==> config.mk <==
export PLATFORM = sky130hd
export DESIGN_NAME = ldst_seq_flat
export DESIGN_NICKNAME = d
export VERILOG_FILES = /design/src/rtl/ldst_seq_if.sv /design/src/rtl/ldst_seq.sv /design/src/flat_wrapper.sv
export SDC_FILE = /design/constraint.sdc
export NUM_CORES = 1
export LEC_CHECK = 0
export ABC_AREA = 1
export CELL_PAD_IN_SITES_DETAIL_PLACEMENT = 0
export CELL_PAD_IN_SITES_GLOBAL_PLACEMENT = 1
export CORE_AREA = 8 8 120 122
export CTS_CLUSTER_DIAMETER = 100
export DETAILED_ROUTE_END_ITERATION = 8
export DIE_AREA = 0 0 128 130
export PLACE_DENSITY_LB_ADDON = 0.1
export SLEW_MARGIN = 5
export SYNTH_ARGS = -nofsm -noshare
export SYNTH_HDL_FRONTEND = slang
export SYNTH_SLANG_ARGS = --single-unit
export TNS_END_PERCENT = 10
==> constraint.sdc <==
create_clock -name clk -period 2.24 [get_ports clk]
set_input_delay 0.448 -clock clk [delete_from_list [all_inputs] [get_ports clk]]
set_output_delay 0.448 -clock clk [all_outputs]
set_load 0.03 [all_outputs]
==> src/rtl/ldst_seq_if.sv <==
// ---------------------------------------------------------------------------
// ldst_seq_if : bundle between the execute stage, the load/store sequencer
// and the byte-wide data memory.
//
// Request side (execute stage -> sequencer):
//   req_valid, req_ready, req_is_store, req_wide, req_base, req_offset,
//   req_wdata
// Response side (sequencer -> execute stage):
//   resp_valid, resp_rdata, resp_fault
// Memory side (sequencer <-> data memory):
//   data_rd_addr, data_wr_addr, datamem_wr_data, store_to_mem, dmem_dout
//
// Modports:
//   slave  - the sequencer itself
//   master - the environment (pipeline plus memory), e.g. a testbench
// ---------------------------------------------------------------------------
interface ldst_seq_if #(
    parameter int ADDR_W = 16,
    parameter int DATA_W = 8
);
    logic                  req_valid;
    logic                  req_ready;
    logic                  req_is_store;
    logic                  req_wide;
    logic [ADDR_W-1:0]     req_base;
    logic [7:0]            req_offset;
    logic [2*DATA_W-1:0]   req_wdata;

    logic                  resp_valid;
    logic [2*DATA_W-1:0]   resp_rdata;
    logic                  resp_fault;

    logic [ADDR_W-1:0]     data_rd_addr;
    logic [ADDR_W-1:0]     data_wr_addr;
    logic [DATA_W-1:0]     datamem_wr_data;
    logic                  store_to_mem;
    logic [DATA_W-1:0]     dmem_dout;

    modport slave (
        input  req_valid, req_is_store, req_wide, req_base, req_offset,
               req_wdata, dmem_dout,
        output req_ready, resp_valid, resp_rdata, resp_fault,
               data_rd_addr, data_wr_addr, datamem_wr_data, store_to_mem
    );

    modport master (
        output req_valid, req_is_store, req_wide, req_base, req_offset,
               req_wdata, dmem_dout,
        input  req_ready, resp_valid, resp_rdata, resp_fault,
               data_rd_addr, data_wr_addr, datamem_wr_data, store_to_mem
    );
endinterface

==> src/rtl/ldst_seq.sv <==
// ---------------------------------------------------------------------------
// ldst_seq : load/store sequencer in front of the byte-addressable data
// memory.
//
// Takes one load/store request at a time, forms ea = base + sext(offset),
// splits 16-bit accesses into two little-endian byte accesses (ea, ea+1),
// drives the memory address/data/strobe, captures load bytes from the
// memory's combinational read port and returns a one-cycle response.
//
// Ports:
//   clk    - clock, all state updates on the rising edge
//   reset  - synchronous, active-low reset
//   bus    - ldst_seq_if.slave (request, response and memory signals)
//
// Every output is registered. Sequence: IDLE -> LO -> (HI if wide) -> DONE.
//
// Build option:
//   LDST_WRAP_FAULT_EN - when defined, a wide access at ea = all-ones is
//   aborted (no memory strobe, resp_fault=1, resp_rdata=0). When undefined
//   the high byte wraps to address 0 and resp_fault is always 0.
// ---------------------------------------------------------------------------
module ldst_seq #(
    parameter int ADDR_W = 16,
    parameter int DATA_W = 8
) (
    input  logic        clk,
    input  logic        reset,
    ldst_seq_if.slave   bus
);

    typedef enum logic [1:0] {IDLE, LO, HI, DONE} state_t;

    state_t                state, state_next;

    // captured request fields
    logic [ADDR_W-1:0]     ea;
    logic [DATA_W-1:0]     wdata_hi;
    logic                  is_store;
    logic                  wide;
    logic [DATA_W-1:0]     rdata_lo, rdata_lo_next;

    // output registers and their next values
    logic                  ready, ready_next;
    logic                  resp_valid, resp_valid_next;
    logic                  resp_fault, resp_fault_next;
    logic [2*DATA_W-1:0]   resp_rdata, resp_rdata_next;
    logic [ADDR_W-1:0]     mem_addr, mem_addr_next;
    logic [DATA_W-1:0]     wr_data, wr_data_next;
    logic                  strobe, strobe_next;

    logic                  accept;
    logic                  wrap_fault;
    logic [ADDR_W-1:0]     ea_in;

    function automatic logic [ADDR_W-1:0] calc_ea(
        input logic [ADDR_W-1:0] base,
        input logic signed [7:0] off
    );
        return base + {{(ADDR_W-8){off[7]}}, off};
    endfunction

    assign ea_in  = calc_ea(bus.req_base, bus.req_offset);
    assign accept = (state == IDLE) && ready && bus.req_valid;

`ifdef LDST_WRAP_FAULT_EN
    // the second byte of a wide access at the top address would wrap
    assign wrap_fault = bus.req_wide && (ea_in == {ADDR_W{1'b1}});
`else
    assign wrap_fault = 1'b0;
`endif

    always_comb begin
        state_next      = state;
        ready_next      = 1'b0;
        resp_valid_next = 1'b0;
        resp_fault_next = 1'b0;
        resp_rdata_next = resp_rdata;
        mem_addr_next   = mem_addr;
        wr_data_next    = wr_data;
        strobe_next     = 1'b0;
        rdata_lo_next   = rdata_lo;

        case (state)
            IDLE: begin
                if (accept) begin
                    if (wrap_fault) begin
                        state_next      = DONE;
                        resp_valid_next = 1'b1;
                        resp_fault_next = 1'b1;
                        resp_rdata_next = '0;
                    end else begin
                        state_next    = LO;
                        mem_addr_next = ea_in;
                        strobe_next   = bus.req_is_store;
                        wr_data_next  = bus.req_wdata[DATA_W-1:0];
                    end
                end else begin
                    ready_next = 1'b1;
                end
            end

            LO: begin
                // memory read port is combinational from mem_addr = ea
                rdata_lo_next = bus.dmem_dout;
                if (wide) begin
                    state_next    = HI;
                    mem_addr_next = ea + {{(ADDR_W-1){1'b0}}, 1'b1};
                    strobe_next   = is_store;
                    wr_data_next  = wdata_hi;
                end else begin
                    state_next      = DONE;
                    resp_valid_next = 1'b1;
                    resp_rdata_next = is_store ? '0
                                               : {{DATA_W{1'b0}}, bus.dmem_dout};
                end
            end

            HI: begin
                state_next      = DONE;
                resp_valid_next = 1'b1;
                resp_rdata_next = is_store ? '0 : {bus.dmem_dout, rdata_lo};
            end

            DONE: begin
                state_next = IDLE;
                ready_next = 1'b1;
            end

            default: begin
                state_next = IDLE;
            end
        endcase
    end

    // state and output registers
    always_ff @(posedge clk) begin
        if (!reset) begin
            state      <= IDLE;
            ready      <= 1'b0;
            resp_valid <= 1'b0;
            resp_fault <= 1'b0;
            resp_rdata <= '0;
            mem_addr   <= '0;
            wr_data    <= '0;
            strobe     <= 1'b0;
        end else begin
            state      <= state_next;
            ready      <= ready_next;
            resp_valid <= resp_valid_next;
            resp_fault <= resp_fault_next;
            resp_rdata <= resp_rdata_next;
            mem_addr   <= mem_addr_next;
            wr_data    <= wr_data_next;
            strobe     <= strobe_next;
        end
    end

    // request capture; the fields are only consulted after an accept
    always_ff @(posedge clk) begin
        if (accept) begin
            ea       <= ea_in;
            wdata_hi <= bus.req_wdata[2*DATA_W-1:DATA_W];
            is_store <= bus.req_is_store;
            wide     <= bus.req_wide;
        end
        rdata_lo <= rdata_lo_next;
    end

    assign bus.req_ready       = ready;
    assign bus.resp_valid      = resp_valid;
    assign bus.resp_fault      = resp_fault;
    assign bus.resp_rdata      = resp_rdata;
    assign bus.data_rd_addr    = mem_addr;
    assign bus.data_wr_addr    = mem_addr;
    assign bus.datamem_wr_data = wr_data;
    assign bus.store_to_mem    = strobe;

endmodule

==> src/flat_wrapper.sv <==
// flat-port wrapper written by rule: the top's interface ports become plain ports
module ldst_seq_flat 
#(
    parameter int ADDR_W = 16,
    parameter int DATA_W = 8
)
  (clk, reset, bus_req_valid, bus_req_is_store, bus_req_wide, bus_req_base, bus_req_offset, bus_req_wdata, bus_dmem_dout, bus_req_ready, bus_resp_valid, bus_resp_rdata, bus_resp_fault, bus_data_rd_addr, bus_data_wr_addr, bus_datamem_wr_data, bus_store_to_mem);
  ldst_seq_if #(.ADDR_W(ADDR_W), .DATA_W(DATA_W)) bus_i ();
  input  logic clk;
  input  logic reset;
  input wire logic [$bits(bus_i.req_valid)-1:0] bus_req_valid;
  input wire logic [$bits(bus_i.req_is_store)-1:0] bus_req_is_store;
  input wire logic [$bits(bus_i.req_wide)-1:0] bus_req_wide;
  input wire logic [$bits(bus_i.req_base)-1:0] bus_req_base;
  input wire logic [$bits(bus_i.req_offset)-1:0] bus_req_offset;
  input wire logic [$bits(bus_i.req_wdata)-1:0] bus_req_wdata;
  input wire logic [$bits(bus_i.dmem_dout)-1:0] bus_dmem_dout;
  output wire logic [$bits(bus_i.req_ready)-1:0] bus_req_ready;
  output wire logic [$bits(bus_i.resp_valid)-1:0] bus_resp_valid;
  output wire logic [$bits(bus_i.resp_rdata)-1:0] bus_resp_rdata;
  output wire logic [$bits(bus_i.resp_fault)-1:0] bus_resp_fault;
  output wire logic [$bits(bus_i.data_rd_addr)-1:0] bus_data_rd_addr;
  output wire logic [$bits(bus_i.data_wr_addr)-1:0] bus_data_wr_addr;
  output wire logic [$bits(bus_i.datamem_wr_data)-1:0] bus_datamem_wr_data;
  output wire logic [$bits(bus_i.store_to_mem)-1:0] bus_store_to_mem;
  assign bus_i.req_valid = bus_req_valid;
  assign bus_i.req_is_store = bus_req_is_store;
  assign bus_i.req_wide = bus_req_wide;
  assign bus_i.req_base = bus_req_base;
  assign bus_i.req_offset = bus_req_offset;
  assign bus_i.req_wdata = bus_req_wdata;
  assign bus_i.dmem_dout = bus_dmem_dout;
  assign bus_req_ready = bus_i.req_ready;
  assign bus_resp_valid = bus_i.resp_valid;
  assign bus_resp_rdata = bus_i.resp_rdata;
  assign bus_resp_fault = bus_i.resp_fault;
  assign bus_data_rd_addr = bus_i.data_rd_addr;
  assign bus_data_wr_addr = bus_i.data_wr_addr;
  assign bus_datamem_wr_data = bus_i.datamem_wr_data;
  assign bus_store_to_mem = bus_i.store_to_mem;
  ldst_seq #(.ADDR_W(ADDR_W), .DATA_W(DATA_W)) u_core (.clk(clk), .reset(reset), .bus(bus_i));
endmodule
==> impl_results.md <==
- Outcome: complete, no violations
- Chip height: 130 um
- Seq cells post-synth: 79
- Pwr/cell area: 1290 nW/um2
- Largest net degree at the start of global routing: 37
- Synth Instances: 556
- Tightest Pin Transition: 688 ps
- Placed Cells: 826
- CTS Buf Count: 9
- Final period utilization: 0.899
- Max incr delay on CP: 390 ps
- Synth top cells by count: nand2_1, inv_1, dfxtp_1
- Placeable Area: 12,400 um2
- Remaining Overflow, GRT: 0
- Htree depth: 3
- Drt wl/cell: 14.5 um
- Num ports: 113
- Non-filler instance count after layout: 842
- Critical-path cell with the highest stage delay: clkdlybuf4s50_1
- Final HPWL DP: 9.43 mm
- Peak supply drop: 0.000622 V
- Top cell type's share of synthesized area: 0.230
- Ant diodes: 0
- Mapped cell area: 4430 um2
- Delay-heaviest family, CP: buffers and inverters
- Finished Core Util: 0.489
- Critical Path, Cell by Cell: clkdlybuf4s50_1 -> buf_4 -> ha_1 -> nand2_1 -> nand2_1 -> nand2_1 -> nand2_1 -> a21oi_1 -> nand2_1 -> nand2_1 -> nand2_1
- Clock transition at path regs: 60 ps
- Crit path DAT: 2110 ps
- Syn_nets: 631
- Global-route wire length before repair: 19.8 mm
- Crit path top cell by count: nand2_1
- Row count: 41
- Area of the die: 16,600 um2
- Number of global-route vias before repair: 3,937
- Filler cells: 1,264
- Buffers on Ports: 111
- Dominant cells by area after synthesis: edfxtp_1, dfxtp_1, nand2_1
- Worst path required time: 2330 ps
- Share of layout cells above drive strength 1: 0.0776
- Final RePlAce weighted congestion: 0.819
- Area growth syn-to-layout: 37.0%
- Clk root buf: clkbuf_16
- Antenna violations before repair: 0
- Final number of max-transition violations: 0
- Final setup fails: 0
- Max_slew headroom: 0.541
- Vias: 3,947
- Antenna Nets Post-Route: 0
- Drt pass-1 iters: 4
- All-Layer GR Usage: 0.150
- Crit Path Max Fanout: 9
- Synth warn: 0
- Vias per cell: 4.69
- CTS sink cnt: 79
- 1st-iter DRT viols: 198
- WL final: 12.3 mm
- Max-cap viol count: 0
- CTS tree: done
- CTS Hold Buffers Added: 0
- Die width: 128 um
- Synthesized area per cell: 7.97 um2
- DRC viols: 0
- Sequential cell area fraction in the yosys report: 0.434
- Leakage: 0.00256 uW
- Synth cell types: 36
- Area leader, netlist: edfxtp_1
- Top-count cell post-synth: nand2_1
- Worst skew pair latency: 340 ps
- Asr flop ratio synth: 0
- RSZ-0062 raised after global routing: no
- Pre-CTS setup slack: -226 ps
- Worst Skew: 8.12 ps
- CP endpoint kind: register
- Clk buf depth: 2
- Setup crit start kind: input port
- Main synth FF type: dfxtp_1
- Max Freq: 0.497 GHz
- Final hold violation count: 0
- Starting Density: 0.357
- Fin nets: 740
- Post-synth EDFFs: 34
- Crit Path Class: in2reg
- Period minus WS final: 2010 ps
- Worst setup margin: 227 ps
- Buf/Inv on CP: 2
- Min-delay worst type: reg2reg
==> state kept, by name, indices dropped and copies added, names as in the netlist <==
| name | flops |
|---|---|
| u_core.bus.data_rd_addr | 16 |
| u_core.bus.datamem_wr_data | 8 |
| u_core.bus.req_ready | 1 |
| u_core.bus.resp_rdata | 16 |
| u_core.bus.resp_valid | 1 |
| u_core.bus.store_to_mem | 1 |
| u_core.ea | 16 |
| u_core.is_store | 1 |
| u_core.rdata_lo | 8 |
| u_core.state | 2 |
| u_core.wdata_hi | 8 |
| u_core.wide | 1 |
==> metrics by stage <==
stage	area, um2	hold WS, ps	TNS [ps]	total power (uW)
floorplan	4430	508	0	4900
global placement	5720	485	-2260	6210
detailed placement	5720	480	-2620	6240
CTS	6060	498	0	7960
global route	6070	533	0	8360
finish	6070	497	0	7860
==> report_power, final <==
part	leakage [uW]	switching (uW)	internal, uW
Combinational	0.00172	2410	1510
Clock	0.000164	594	1100
Sequential	0.000681	260	1980
Total	0.00256	3260	4590
==> worst paths after layout <==
kind	startpoint	end	slack, ps	cells after the start
worst max-delay path	bus_req_offset[7]	u_core.ea[15]	230	11
worst min-delay path	u_core.bus.data_rd_addr[15]	u_core.bus.data_rd_addr[15]	500	2
worst max register to register	u_core.state[1]	u_core.bus.data_rd_addr[8]	310	8
worst min register to register	u_core.bus.data_rd_addr[15]	u_core.bus.data_rd_addr[15]	500	2
==> cell type report <==
class,count,area (um2),area share
repair buffers,135,1320,0.217
clock inverters,6,115,0.0190
inverters,60,230,0.0379
flip-flops and latches,79,1920,0.317
well taps,172,215,0.0355
multi-input cells,380,2040,0.336
clock buffers,10,229,0.0377
==> worst register-to-register path, cell delays in order, from the launching register on <==
cell	delay, ps
dfxtp_1	330
inv_1	120
ha_1	330
nor2_1	120
nor3_4	230
buf_12	220
inv_2	160
a31oi_1	220
a21oi_1	80
==> cell usage in the layout, fill, tap and decap left out, drive strengths merged <==
cell	count
nor4	1
and3	1
xnor2	4
a211oi	2
nand3b	9
inv	62
xor2	11
clkinvlp	1
buf	24
bufinv	3
dfxtp	45
ha	21
or2	3
o211ai	2
nor2	38
o21ai	40
nand4	6
and2	5
a32oi	1
nand2	133
fa	1
clkbuf	10
nor3	5
conb	1
a21oi	37
clkdlybuf4s50	111
nand3	41
edfxtp	34
a31oi	18
==> routing by layer <==
layer	up-vias	wire length, um	track usage
met5	-	0	0
li1	2054	-	-
met2	83	5780	0.244
met1	1799	5720	0.189
met4	0	177	0.0622
met3	11	571	0.0326
==> kinds of logic (layout without fill, tap and decap cells) <==
logic type / count (synthesis) / count (layout) / synth area share
simple gates: 242 / 242 / 0.242
compound gates: 100 / 100 / 0.123
buf+inv: 97 / 211 / 0.107
flops: 79 / 79 / 0.434
fa+ha+maj: 22 / 22 / 0.0638
xor+xnor: 15 / 15 / 0.0297
other cells: 1 / 1 / 0.000846
==> timing repair <==
item                       CTS  global route
gates resized for setup      0             3
setup endpoints to repair    0             2
buffers inserted             0             0
Note: power is estimated with default switching activity, not from simulation.
